[src/rtl/dc_dw_reader_pkg.sv]
// Shared fixed-point helpers and FSM state type for the dc_dw weight updater.
package dc_dw_reader_pkg;

  localparam int unsigned gdo_size = 16;

  typedef enum logic [2:0] {
    IDLE,
    REQ,
    CAPT,
    WRITE,
    DONE
  } state_t;

  // Signed add that clamps to the representable range instead of wrapping.
  function automatic logic signed [gdo_size-1:0] gdo_add(
    input logic signed [gdo_size-1:0] a,
    input logic signed [gdo_size-1:0] b
  );
    logic signed [gdo_size:0] s;
    s = {a[gdo_size-1], a} + {b[gdo_size-1], b};
    if (s[gdo_size] != s[gdo_size-1]) begin
      return s[gdo_size] ? {1'b1, {(gdo_size-1){1'b0}}} : {1'b0, {(gdo_size-1){1'b1}}};
    end
    return s[gdo_size-1:0];
  endfunction

  // old - (grad >>> shift); shift >= 1 keeps the negation in range.
  function automatic logic signed [gdo_size-1:0] gdo_scale_sub(
    input logic signed [gdo_size-1:0] old_w,
    input logic signed [gdo_size-1:0] grad,
    input int unsigned                shift
  );
    logic signed [gdo_size-1:0] g;
    g = grad >>> shift;
    return gdo_add(old_w, -g);
  endfunction

endpackage

[src/rtl/dc_dw_reader_if.sv]
// Gradient request/stream and weight-memory bus seen by the dc_dw reader.
interface dc_dw_reader_if #(
  parameter int unsigned data_size = 16,
  parameter int unsigned size      = 3
);
  logic                        cal_dc_dw;
  logic [31:0]                 dc_dw_layer;
  logic [31:0]                 dc_dw_row;
  logic [data_size*size-1:0]   dc_dw_stream;
  logic [31:0]                 weight_layer;
  logic [31:0]                 weight_row;
  logic [data_size*size-1:0]   weight_rd_data;
  logic                        weight_we;
  logic [data_size*size-1:0]   weight_wr_data;

  modport master (
    output cal_dc_dw, dc_dw_layer, dc_dw_row,
    output weight_layer, weight_row, weight_we, weight_wr_data,
    input  dc_dw_stream, weight_rd_data
  );

  modport slave (
    input  cal_dc_dw, dc_dw_layer, dc_dw_row,
    input  weight_layer, weight_row, weight_we, weight_wr_data,
    output dc_dw_stream, weight_rd_data
  );
endinterface

[src/rtl/dc_dw_reader.sv]
// Sweeps every (layer, row), fetches the gradient row and writes back
// weight - (gradient >>> lr_shift) with saturation.
module dc_dw_reader
  import dc_dw_reader_pkg::*;
#(
  parameter int unsigned data_size      = 16,
  parameter int unsigned size           = 3,
  parameter int unsigned max_layer_size = 4,
  parameter int unsigned lr_shift       = 4
) (
  input  logic                   clk,
  input  logic                   reset,
  input  logic                   start,
  input  logic [31:0]            last_layer,
  output logic                   busy,
  output logic                   done,
  output logic                   cfg_error,
  dc_dw_reader_if.master         bus
);

  // Element math uses the package helpers, which are gdo_size wide; data_size must match.
  state_t                    state, state_n;
  logic [31:0]               layer_cnt;
  logic [31:0]               row_cnt;
  logic [data_size*size-1:0] wr_data;
  logic [data_size*size-1:0] new_row;
  logic                      cfg_err_q;
  logic                      start_ok;
  logic                      last_row;

  assign start_ok = start && (last_layer < max_layer_size);
  assign last_row = (row_cnt >= size - 1);

  for (genvar i = 0; i < size; i++) begin : g_elem
    logic signed [data_size-1:0] grad;
    logic signed [data_size-1:0] old_w;
    assign grad  = bus.dc_dw_stream[(size-i)*data_size-1 -: data_size];
    assign old_w = bus.weight_rd_data[(size-i)*data_size-1 -: data_size];
    assign new_row[(size-i)*data_size-1 -: data_size] = gdo_scale_sub(old_w, grad, lr_shift);
  end

  // State register.
  always_ff @(posedge clk or negedge reset) begin
    if (!reset) state <= IDLE;
    else        state <= state_n;
  end

  // Next-state selection.
  always_comb begin
    state_n = state;
    case (state)
      IDLE:    if (start_ok) state_n = REQ;
      REQ:     state_n = CAPT;
      CAPT:    state_n = WRITE;
      WRITE:   state_n = (!last_row || layer_cnt != '0) ? REQ : DONE;
      DONE:    state_n = IDLE;
      default: state_n = IDLE;
    endcase
  end

  // Layer/row walk: layers count down, rows count up within a layer.
  always_ff @(posedge clk or negedge reset) begin
    if (!reset) begin
      layer_cnt <= '0;
      row_cnt   <= '0;
    end else if (state == IDLE && start_ok) begin
      layer_cnt <= last_layer;
      row_cnt   <= '0;
    end else if (state == WRITE) begin
      if (!last_row) begin
        row_cnt <= row_cnt + 32'd1;
      end else if (layer_cnt != '0) begin
        row_cnt   <= '0;
        layer_cnt <= layer_cnt - 32'd1;
      end
    end
  end

  // Updated row is captured while the stack output and read data are valid.
  always_ff @(posedge clk or negedge reset) begin
    if (!reset)              wr_data <= '0;
    else if (state == CAPT)  wr_data <= new_row;
  end

  // Rejected start flags a single-cycle configuration error.
  always_ff @(posedge clk or negedge reset) begin
    if (!reset) cfg_err_q <= 1'b0;
    else        cfg_err_q <= (state == IDLE) && start && !start_ok;
  end

  assign busy               = (state == REQ) || (state == CAPT) || (state == WRITE);
  assign done               = (state == DONE);
  assign cfg_error          = cfg_err_q;
  assign bus.cal_dc_dw      = (state == REQ);
  assign bus.weight_we      = (state == WRITE);
  assign bus.dc_dw_layer    = layer_cnt;
  assign bus.dc_dw_row      = row_cnt;
  assign bus.weight_layer   = layer_cnt;
  assign bus.weight_row     = row_cnt;
  assign bus.weight_wr_data = wr_data;

endmodule

[src/flat_wrapper.sv]
// flat-port wrapper written by rule: the top's interface ports become plain ports
module dc_dw_reader_flat import dc_dw_reader_pkg::*;
#(
  parameter int unsigned data_size      = 16,
  parameter int unsigned size           = 3,
  parameter int unsigned max_layer_size = 4,
  parameter int unsigned lr_shift       = 4
)
  (clk, reset, start, last_layer, busy, done, cfg_error, bus_cal_dc_dw, bus_dc_dw_layer, bus_dc_dw_row, bus_weight_layer, bus_weight_row, bus_weight_we, bus_weight_wr_data, bus_dc_dw_stream, bus_weight_rd_data);
  dc_dw_reader_if #(.data_size(data_size), .size(size)) bus_i ();
  input  logic clk;
  input  logic reset;
  input  logic start;
  input  logic [31:0] last_layer;
  output logic busy;
  output logic done;
  output logic cfg_error;
  output wire logic [$bits(bus_i.cal_dc_dw)-1:0] bus_cal_dc_dw;
  output wire logic [$bits(bus_i.dc_dw_layer)-1:0] bus_dc_dw_layer;
  output wire logic [$bits(bus_i.dc_dw_row)-1:0] bus_dc_dw_row;
  output wire logic [$bits(bus_i.weight_layer)-1:0] bus_weight_layer;
  output wire logic [$bits(bus_i.weight_row)-1:0] bus_weight_row;
  output wire logic [$bits(bus_i.weight_we)-1:0] bus_weight_we;
  output wire logic [$bits(bus_i.weight_wr_data)-1:0] bus_weight_wr_data;
  input wire logic [$bits(bus_i.dc_dw_stream)-1:0] bus_dc_dw_stream;
  input wire logic [$bits(bus_i.weight_rd_data)-1:0] bus_weight_rd_data;
  assign bus_cal_dc_dw = bus_i.cal_dc_dw;
  assign bus_dc_dw_layer = bus_i.dc_dw_layer;
  assign bus_dc_dw_row = bus_i.dc_dw_row;
  assign bus_weight_layer = bus_i.weight_layer;
  assign bus_weight_row = bus_i.weight_row;
  assign bus_weight_we = bus_i.weight_we;
  assign bus_weight_wr_data = bus_i.weight_wr_data;
  assign bus_i.dc_dw_stream = bus_dc_dw_stream;
  assign bus_i.weight_rd_data = bus_weight_rd_data;
  dc_dw_reader #(.data_size(data_size), .size(size), .max_layer_size(max_layer_size), .lr_shift(lr_shift)) u_core (.clk(clk), .reset(reset), .start(start), .last_layer(last_layer), .busy(busy), .done(done), .cfg_error(cfg_error), .bus(bus_i));
endmodule
[config.mk]
export PLATFORM = sky130hd
export DESIGN_NAME = dc_dw_reader_flat
export DESIGN_NICKNAME = d
export VERILOG_FILES = /design/src/rtl/dc_dw_reader_pkg.sv /design/src/rtl/dc_dw_reader_if.sv /design/src/rtl/dc_dw_reader.sv /design/src/flat_wrapper.sv
export SDC_FILE = /design/constraint.sdc
export NUM_CORES = 1
export LEC_CHECK = 0
export CAP_MARGIN = 30
export CORE_MARGIN = 3
export CORE_UTILIZATION = 48
export CTS_CLUSTER_DIAMETER = 80
export DETAILED_ROUTE_END_ITERATION = 8
export PLACE_DENSITY = 0.89
export SYNTH_ARGS = -nofsm -noshare
export SYNTH_HDL_FRONTEND = slang
export SYNTH_SLANG_ARGS = --single-unit
[constraint.sdc]
create_clock -name clk -period 7.2 [get_ports clk]
set_input_delay 1.08 -clock clk [delete_from_list [all_inputs] [get_ports clk]]
set_output_delay 1.08 -clock clk [all_outputs]
set_load 0.005 [all_outputs]
After elaboration in Yosys (flattened, before gate mapping) --
Cells that the tools add are included.
Storage, ports and cells: output and inout port bits 181, input port bits 131, word-level logic and storage cells 63, bits in registers 116
Cells by class: order comparisons 2, eq/ne operators 9, reduce and logical (&&, ||, !) cells 16, add/sub/neg operators 8, muxes and demuxes 23
Operator list (count):
- 2-to-1 mux 32 bit | 8
- 2-to-1 mux 16 bit | 9
- adder 16 x 16 -> 17 bit | 3
- negation 12 -> 16 bit | 3
- adder 32 x 1 -> 32 bit, second input constant | 1
- greater-or-equal comparator 32 x 2 -> 1 bit, second input constant | 1
- < comparator 32 x 3 -> 1 bit, second input constant | 1
- nonzero test 32 bit | 1
- subtractor 32 x 1 -> 32 bit, second input constant | 1
- one-hot mux 3 bit (4 select lines) | 1
- == test 3 x 2 -> 1 bit, second input constant | 2
- 2-to-1 mux 3 bit | 2
- nonzero test 2 bit | 3
- logical AND 1 bit | 4
- == test 3 x 1 -> 1 bit, second input constant | 1
- == test 3 bit, second input constant | 1
- zero test 3 bit | 1
- logical OR 1 bit | 3
- 2-to-1 mux 1 bit | 3
- inequality test 1 bit | 3
- inequality test 3 bit, second input constant | 1
- AND reduction 3 bit | 1
- zero test 1 bit | 2
- inequality test 2 x 1 -> 1 bit, second input constant | 1
- AND reduction 2 bit | 1

Logic depth before layout (Yosys ltp) --
Gate-level depths: netlist (run 1).
depth in word-level cells 5, gate-level depth with buffers 13, mapped depth without buffers 12

Least setup slack after synthesis (run 1) --
OpenSTA, ideal clock, no wires.
path type input-to-reg, start input port bus_weight_rd_data[32], end register u_core.wr_data[32], in the netlist u_core.bus.weight_wr_data[32], path buffers 1, library setup time 0.123 ns, cell stages on the path 12, setup slack 3.453 ns, arrival 3.624 ns, data required time 7.077 ns, cells stage by stage inv_1 ha_1 inv_1 fa_1 a21o_1 a221oi_1 o21ai_1 a21oi_1 o21ai_1 a311o_1 buf_2 o221a_2
On the way: word-level cells in the longest chain between the ends 4, elaborated cells on any way between the ends 6, classes of those cells 1 x add/sub; 1 x eq/ne; 4 x mux
RTL lines:
- start, declared | line flat_wrapper.sv:26 | input wire logic [$bits(bus_i.weight_rd_data)-1:0] bus_weight_rd_data;
- adder 16 x 16 -> 17 bit * | line dc_dw_reader_pkg.sv:20 | s = {a[gdo_size-1], a} + {b[gdo_size-1], b};
- 2-to-1 mux 16 bit or inequality test 1 bit (tied branches) | line dc_dw_reader_pkg.sv:22, dc_dw_reader_pkg.sv:21
- 2-to-1 mux 16 bit or 2-to-1 mux 1 bit (tied branches) | line dc_dw_reader_pkg.sv:21 | if (s[gdo_size] != s[gdo_size-1]) begin
- 2-to-1 mux 16 bit * | line dc_dw_reader_pkg.sv:24 | return s[gdo_size-1:0];
- end signal, assigned | line dc_dw_reader.sv:82 | else if (state == CAPT) wr_data <= new_row;
- end, declared | line dc_dw_reader.sv:25 | logic [data_size*size-1:0] wr_data;
Mark *: on every way between the ends. The rest lies on a longest branch, timed or not. The select of a mux whose other input is x is not followed. A chain may end at the register's enable or synchronous reset.

Worst setup path after layout (run 1) --
start input port bus_dc_dw_stream[36], end register u_core.wr_data[44], in the netlist u_core.bus.weight_wr_data[44]
On the way: word-level cells in the longest chain between the ends 5, elaborated cells on any way between the ends 7, classes of those cells 2 x add/sub; 1 x eq/ne; 4 x mux
RTL lines:
- start, declared | line flat_wrapper.sv:25 | input wire logic [$bits(bus_i.dc_dw_stream)-1:0] bus_dc_dw_stream;
- negation 12 -> 16 bit * | line dc_dw_reader_pkg.sv:35 | return gdo_add(old_w, -g);
- adder 16 x 16 -> 17 bit * | line dc_dw_reader_pkg.sv:20
- 2-to-1 mux 16 bit or inequality test 1 bit (tied branches) | line dc_dw_reader_pkg.sv:22, dc_dw_reader_pkg.sv:21
- 2-to-1 mux 16 bit or 2-to-1 mux 1 bit (tied branches) | line dc_dw_reader_pkg.sv:21
- 2-to-1 mux 16 bit * | line dc_dw_reader_pkg.sv:24
Marked as above.

==> results of run 1 <==
## worst reg2reg max path, cell delays in order, from the launching register on
cell	delay, ns
dfrtp_1	0.42
inv_1	0.11
ha_1	0.20
nor3b_1	0.46
nand4_1	0.40
nor4_4	0.56
a21o_1	0.74
nand2b_1	0.45
o21ai_0	0.20
nand2_1	0.08
o41ai_1	0.06
## stage by stage
stage | cell area [um^2] | instances
4_1_cts | 11300 | 1378
3_3_place_gp | 10700 | 1345
5_1_grt | 11300 | 1378
3_5_place_dp | 10700 | 1346
2_1_floorplan | 7960 | 912
6_report | 11300 | 1378
## cell type report
cell class	instances	share of cell area, %
Clock buffer	18	3.78
Tap cell	216	2.38
Sequential cell	116	25.6
Inverter	60	1.99
Timing Repair Buffer	305	26.9
Multi-Input combinational cell	649	37.5
Clock inverter	14	1.78
## power groups by stage
stage / sequential [W] / combinational, W / clock [W]
3_5_place_dp: 0.000783 / 0.000573 / 0
4_1_cts: 0.000775 / 0.000576 / 0.000914
3_3_place_gp: 0.000784 / 0.000556 / 0
6_report: 0.000775 / 0.000573 / 0.000898
2_1_floorplan: 0.000782 / 0.000264 / 0
5_1_grt: 0.000784 / 0.000630 / 0.000946
## per-layer routing
layer / part of all wire [%] / track usage [%] / vias to the layer above / wire, um
li1: - / - / 3660 / -
met1: 39 / 29.5 / 3614 / 8870
met2: 51 / 44.4 / 346 / 11600
met3: 7.6 / 5.07 / 42 / 1720
met4: 2.5 / 9.33 / 0 / 563
met5: 0 / 0 / - / 0
## flip-flops by register name, summed over array words and instances (netlist names)
| signal | flops |
|---|---|
| u_core.bus.dc_dw_layer | 32 |
| u_core.cfg_error | 1 |
| u_core.state | 3 |
| u_core.bus.weight_wr_data | 48 |
| u_core.bus.dc_dw_row | 32 |
## worst min path at each step
| stage | start | end | slack [ns] | cells past startpoint |
|---|---|---|---|---|
| after detailed placement | u_core.bus.weight_wr_data[7]$_DFFE_PN0P_ | u_core.bus.weight_wr_data[7]$_DFFE_PN0P_ | 0.47 | 2 |
| final | u_core.bus.weight_wr_data[5]$_DFFE_PN0P_ | u_core.bus.weight_wr_data[5]$_DFFE_PN0P_ | 0.48 | 2 |
| after global routing | u_core.bus.weight_wr_data[18]$_DFFE_PN0P_ | u_core.bus.weight_wr_data[18]$_DFFE_PN0P_ | 0.52 | 2 |
| after floorplan | u_core.bus.weight_wr_data[15]$_DFFE_PN0P_ | u_core.bus.weight_wr_data[15]$_DFFE_PN0P_ | 0.47 | 2 |
| after global placement | u_core.bus.weight_wr_data[15]$_DFFE_PN0P_ | u_core.bus.weight_wr_data[15]$_DFFE_PN0P_ | 0.46 | 2 |
| after CTS | u_core.bus.weight_wr_data[7]$_DFFE_PN0P_ | u_core.bus.weight_wr_data[7]$_DFFE_PN0P_ | 0.48 | 2 |
## cells in the final DEF, fill, tap and decap left out, types with 3 or more instances in the layout
cell type,synthesis,final
o211ai_1,5,5
a211oi_1,6,6
buf_4,64,6
or3_1,5,5
o211a_1,3,3
o21ai_1,3,3
ha_1,51,51
xnor2_1,22,22
bufinv_16,0,4
maj3_1,10,10
clkbuf_16,0,17
o2111ai_1,3,3
and3_1,10,10
nor2b_1,7,7
a21o_1,22,22
dfrtp_1,116,116
and2_1,29,29
nor3_1,15,15
a21oi_1,58,58
nand3b_1,3,3
clkinv_4,0,5
nor2_1,67,67
a31oi_1,9,9
nand2b_1,11,11
nand4_1,9,9
nor4_1,25,25
nand2_1,87,87
fa_1,3,3
xor2_1,21,21
nand3_1,14,14
o31ai_1,6,6
o221a_2,15,15
clkdlybuf4s50_1,0,298
or2_2,4,4
o21a_1,3,3
inv_1,60,60
o21ai_0,78,78
## cells in the mapped netlist, types with 3 or more instances
master / count / area share (%)
buf_4: 64 / 6.0
a21oi_1: 58 / 3.6
nand3_1: 14 / 0.88
o21ai_1: 3 / 0.19
or3_1: 5 / 0.39
and3_1: 10 / 0.79
buf_2: 6 / 0.38
nor3_1: 15 / 0.94
o2111ai_1: 3 / 0.33
nor3b_1: 3 / 0.28
nor2b_1: 7 / 0.55
inv_1: 60 / 2.8
nand2_1: 87 / 4.1
o211a_1: 3 / 0.38
o211ai_1: 5 / 0.47
a211oi_1: 6 / 0.57
fa_1: 3 / 0.75
nand3b_1: 3 / 0.28
nand2b_1: 11 / 0.87
and2_1: 29 / 2.3
dfrtp_1: 116 / 36
or2_2: 4 / 0.31
a21o_1: 22 / 2.1
o31ai_1: 6 / 0.57
nand4_1: 9 / 0.71
nor4_1: 25 / 2.0
a31oi_1: 9 / 0.71
o21a_1: 3 / 0.28
clkbuf_1: 15 / 0.71
xor2_1: 21 / 2.3
ha_1: 51 / 8.0
xnor2_1: 22 / 2.4
o21ai_0: 78 / 4.9
nor2_1: 67 / 3.2
maj3_1: 10 / 1.3
o221a_2: 15 / 2.1
## logic make-up after synthesis
family / after synthesis / synth area share, %
adder cells (fa/ha/maj): 64 / 10.0
AND/OR/NAND/NOR: 305 / 19.6
AO/OA/AOI/OAI: 235 / 18.8
buffers and inverters: 147 / 10.1
XOR/XNOR: 43 / 4.73
flip-flops: 116 / 36.5
multiplexers: 2 / 0.267
==> out/results.txt, run 1 <==
status = finished, final reports clean
RSZ-0062 raised after global routing = no
DRC = 0
cell mode on critical path = o21ai_1
vias per cell = 5.56
Worst slew margin = 39.5%
global-route wire length before repair = 37.0 mm
R2R cell count = 10
Worst Path Buf+Inv = 2
TritonCTS buffer count = 17
Hold Buf Count CTS = 0
Detailed Route WL = 22.8 mm
Layout Area Growth over Synthesis = 42.5%
H-tree Lvls = 4
Clk pwr share = 40.0%
slowest stage delay, CP = 0.62 ns
share of layout cells above drive strength 1 = 5.85%
total negative slack = 0 ns
net count after synthesis = 1097
critical path class = input pin to flip-flop
Fin Hold WS = 0.475 ns
Antenna Nets Post-Route = 0
drt first pass iters = 7
final setup fails = 0
cells along the critical path = clkdlybuf4s50_1 > ha_1 > inv_1 > fa_1 > a21o_1 > a221oi_1 > o21ai_1 > a21oi_1 > o21ai_1 > a311o_1 > o221a_2
Psw = 0.000613 W
clk_skew = 0.0129 ns
Syn Inst Count = 912
Primary FF master, synth = dfrtp_1
Synth cell types = 68
Final Hold Violating Endpoints = 0
crit path DAT = 4.53 ns
total vias in the final route = 7662
Place WS = 2.58 ns
fraction of registers with async set or reset after synthesis = 100%
final worst path period share = 58.8%
Reg area = 2900 um^2
GRT Overall Usage = 24.9%
Req. time, crit path = 7.49 ns
clock tree from TritonCTS = done
Switching Fraction = 27.3%
Worst-Skew Late Latency = 0.41 ns
Leak = 4.86 nW
Final #Nets = 1334
combinational share of power = 25.5%
pwr/cell area = 198 nW/um^2
slowest stage cell, crit path = a311o_1
Clock transition at path regs = 0.06 ns
number of global-route vias before repair = 7468
core area = 16100 um^2
Critical Path End = u_core.bus.weight_wr_data[44]$_DFFE_PN0P_
CP delay by family, top = compound AO/OA/AOI/OAI gates
FMAX = 236 MHz
Synth Cell Area = 7960 um^2
crit path launch type = input pin
Worst R2R End = u_core.bus.dc_dw_layer[29]$_DFFE_PN0P_
Max-Cap Viols = 0
yosys warns = 0
Placer Congestion = 0.922
grt total ovfl = 0
worst vdd rail ir drop = 0.158 mV
# IOs = 312
n_diodes = 0
Least-Margin Pin Slew = 0.907 ns
beginning of the critical path = bus_dc_dw_stream[36]
area of the multi-input gates = 4260 um^2
critical path depth = 11
largest net degree at the start of global routing = 48
crit path max fanout = 15
CTS sink count = 116
Rows = 46
worst setup margin = 2.96 ns
reg2reg start = u_core.bus.dc_dw_layer[0]$_DFFE_PN0P_
r2r setup slk = 3.41 ns
total power = 0.00225 W
synthesized flop and latch total = 116
I/O Buffers = 299
die width = 135 um
CTS Root Cell = clkbuf_16
Int Power = 0.00163 W
post-CTS setup buffers = 0
crit path time final = 4.24 ns
CTS Buffer Depth = 2
Reg power frac = 34.5%
Post-synth EDFFs = 0
Seq/Total Area, Yosys = 36.5%
Worst Setup End Kind = flip-flop
syn_area_per_cell = 8.72 um^2
post-cts gate resize count = 0
Die ar. = 18200 um^2
drt wl/cell = 16.5 um
DR iter-0 viols = 390
worst hold path class = flip-flop to flip-flop
post-layout utilization of the core = 70.6%
initial antenna violation count = 0
Fill cells = 1198
die height = 135 um
Final Max Slew Viols = 0
DPL Wire Length = 17.2 mm
Initial Util = 49.5%
No activity file was read; power rests on OpenSTA's default activity.
==> inputs of run 2 (changes only) <==
--- a/config.mk
+++ b/config.mk
@@ -7,10 +7,10 @@
 export LEC_CHECK = 0
 export CAP_MARGIN = 30
 export CORE_MARGIN = 3
-export CORE_UTILIZATION = 48
+export CORE_UTILIZATION = 40
 export CTS_CLUSTER_DIAMETER = 80
 export DETAILED_ROUTE_END_ITERATION = 8
-export PLACE_DENSITY = 0.89
+export PLACE_DENSITY = 0.79
 export SYNTH_ARGS = -nofsm -noshare
 export SYNTH_HDL_FRONTEND = slang
 export SYNTH_SLANG_ARGS = --single-unit
==> constraint.sdc (replaced) <==
create_clock -name clk -period 3.8 [get_ports clk]
set_input_delay 0.57 -clock clk [delete_from_list [all_inputs] [get_ports clk]]
set_output_delay 0.57 -clock clk [all_outputs]
set_load 0.005 [all_outputs]
==> run 2 against run 1 <==
Net effect: register-to-register slack worse by 2.7 ns; setup slack got worse by 2.6 ns; largest power group unchanged; largest cell class unchanged; power is 95% higher; sequential share of layout area shrank 0.46 points; clock skew down 0.0029 ns; first-iteration DRC count rose by 9.7%; highest routed layer unchanged; global-route usage shrank 3.8 points; critical path depth stayed put.
==> out/results.txt, run 2 (same netlist as run 1, synthesis figures left out) <==
Place WS = -0.0310 ns (-2.61 ns)
total vias in the final route = 7609 (-0.69%)
share of layout cells above drive strength 1 = 7.29% (+1.4 points)
Least-Margin Pin Slew = 0.812 ns (-0.0949 ns)
global-route wire length before repair = 37.6 mm (+1.9%)
worst vdd rail ir drop = 0.231 mV (+46%)
Leak = 4.96 nW (+2.1%)
total power = 0.00437 W (+95%)
Max-Cap Viols = 0 (unchanged)
Req. time, crit path = 4.09 ns (-3.40 ns)
Final Max Slew Viols = 0 (unchanged)
DPL Wire Length = 18.0 mm (+4.7%)
crit path time final = 3.45 ns
crit path max fanout = 15 (unchanged)
Rows = 50 (+8.7%)
largest net degree at the start of global routing = 63 (+31%)
Final Non-Filler Cells = 1440 (+4.5%)
grt total ovfl = 0 (unchanged)
drt first pass iters = 5 (-2)
I/O Buffers = 299 (unchanged)
RSZ-0062 raised after global routing = no
Antenna Nets Post-Route = 0 (unchanged)
Final Hold Violating Endpoints = 0 (unchanged)
GRT Overall Usage = 21.1% (-3.8 points)
Layout Area Growth over Synthesis = 45.1%
Die ar. = 21600 um^2 (+19%)
Worst Setup End Kind = flip-flop
max FFs per register = 48 (unchanged)
Worst slew margin = 45.8% (+6.3 points)
Fill cells = 1653 (+38%)
TritonCTS buffer count = 17 (unchanged)
CTS Root Cell = clkbuf_16
Worst-Skew Late Latency = 0.41 ns (about the same)
vias per cell = 5.28 (-5.0%)
# IOs = 312 (unchanged)
worst hold path class = input pin to asynchronous set/reset pin
drt wl/cell = 16.1 um (-2.5%)
Initial Util = 41.6% (-8.0 points)
die width = 147 um (+9.1%)
Placer Congestion = 0.889 (-3.6%)
crit path DAT = 3.74 ns (-0.79 ns)
status = finished, final reports clean
commonest non-fill, non-tap cell in the layout = clkdlybuf4s50_1
# placed instances = 1408 (+4.6%)
clock tree from TritonCTS = done
DR iter-0 viols = 428 (+9.7%)
Clock transition at path regs = 0.06 ns (about the same)
Finished Cell Area = 11500 um^2 (+1.8%)
core area = 19100 um^2 (+19%)
worst setup margin = 0.346 ns (-2.62 ns)
post-layout utilization of the core = 60.3% (-10 points)
die height = 147 um (+9.1%)
FMAX = 289 MHz
Final #Nets = 1352 (+1.3%)
pwr/cell area = 378 nW/um^2 (+91%)
Detailed Route WL = 23.2 mm (+1.9%)
critical path class = input pin to flip-flop
Hold Buf Count CTS = 0 (unchanged)
Area after DPL = 10900 um^2 (+1.7%)
clk_skew = 0.0100 ns (-0.00293 ns)
area of the multi-input gates = 4260 um^2 (unchanged)
H-tree Lvls = 4 (unchanged)
post-CTS setup buffers = 0 (unchanged)
initial antenna violation count = 0 (unchanged)
DRC = 0 (unchanged)
final setup fails = 0 (unchanged)
CTS sink count = 116 (unchanged)
final worst path period share = 90.9%
post-cts gate resize count = 0 (unchanged)
most frequent cells in the layout = clkdlybuf4s50_1 (298), dfrtp_1 (116), nand2_1 (87)
CTS Buffer Depth = 2 (unchanged)
crit path launch type = input pin
Reg area = 2900 um^2 (unchanged)
n_diodes = 0 (unchanged)
number of global-route vias before repair = 7392 (-1.0%)
==> run 2: power by group <==
part | internal (W) | leakage (nW) | switching, W
sequential | 0.00138 | 1.34 | 0.0000898
clock | 0.00117 | 0.319 | 0.000617
combinational | 0.000636 | 3.30 | 0.000477
total | 0.00319 | 4.96 | 0.00118
==> run 2: final cells by class <==
cell class | instances | share of cell area [%]
repair buffers | 323 | 27.6
inverters | 60 | 1.95
flip-flops and latches | 116 | 25.1
clock inverters | 14 | 1.95
well taps | 260 | 2.82
multi-input cells | 649 | 36.9
clock buffers | 18 | 3.72
==> run 2: metrics by stage <==
stage | setup TNS (ns) | hold slack (ns)
2_1_floorplan | 0 | 0.274
3_3_place_gp | 0 | 0.462
3_5_place_dp | -0.328 | 0.469
4_1_cts | 0 | 0.273
5_1_grt | 0 | 0.297
6_report | 0 | 0.243
==> run 2: critical path, stage by stage <==
cell,delay [ns]
clkdlybuf4s50_1,0.46
ha_1,0.18
inv_1,0.06
fa_1,0.41
a21o_1,0.22
a221oi_1,0.36
o21ai_1,0.16
a21oi_1,0.23
o21ai_1,0.14
a311o_1,0.61
o221a_2,0.34
==> run 2: path summary, 6_finish.rpt <==
check / end / cells past startpoint / slack [ns] / from
worst max-delay path: u_core.bus.weight_wr_data[43]$_DFFE_PN0P_ / 11 / 0.35 / bus_dc_dw_stream[36]
worst min-delay path: u_core.bus.dc_dw_layer[17]$_DFFE_PN0P_ / 1 / 0.24 / reset
worst max register to register: u_core.bus.dc_dw_layer[29]$_DFFE_PN0P_ / 8 / 0.69 / u_core.bus.dc_dw_layer[20]$_DFFE_PN0P_
worst min register to register: u_core.bus.weight_wr_data[22]$_DFFE_PN0P_ / 2 / 0.48 / u_core.bus.weight_wr_data[22]$_DFFE_PN0P_
max in group asynchronous: u_core.bus.weight_wr_data[27]$_DFFE_PN0P_ / 2 / 2.78 / reset
min in group clk: u_core.bus.weight_wr_data[22]$_DFFE_PN0P_ / 2 / 0.48 / u_core.bus.weight_wr_data[22]$_DFFE_PN0P_
==> run 2: metal layers <==
metal,track usage [%],vias to the layer above,share of wire [%]
li1,-,3685,-
met1,25.2,3591,40
met2,37.2,311,50
met3,6.14,22,8.2
met4,5.82,0,1.4
met5,0,-,0
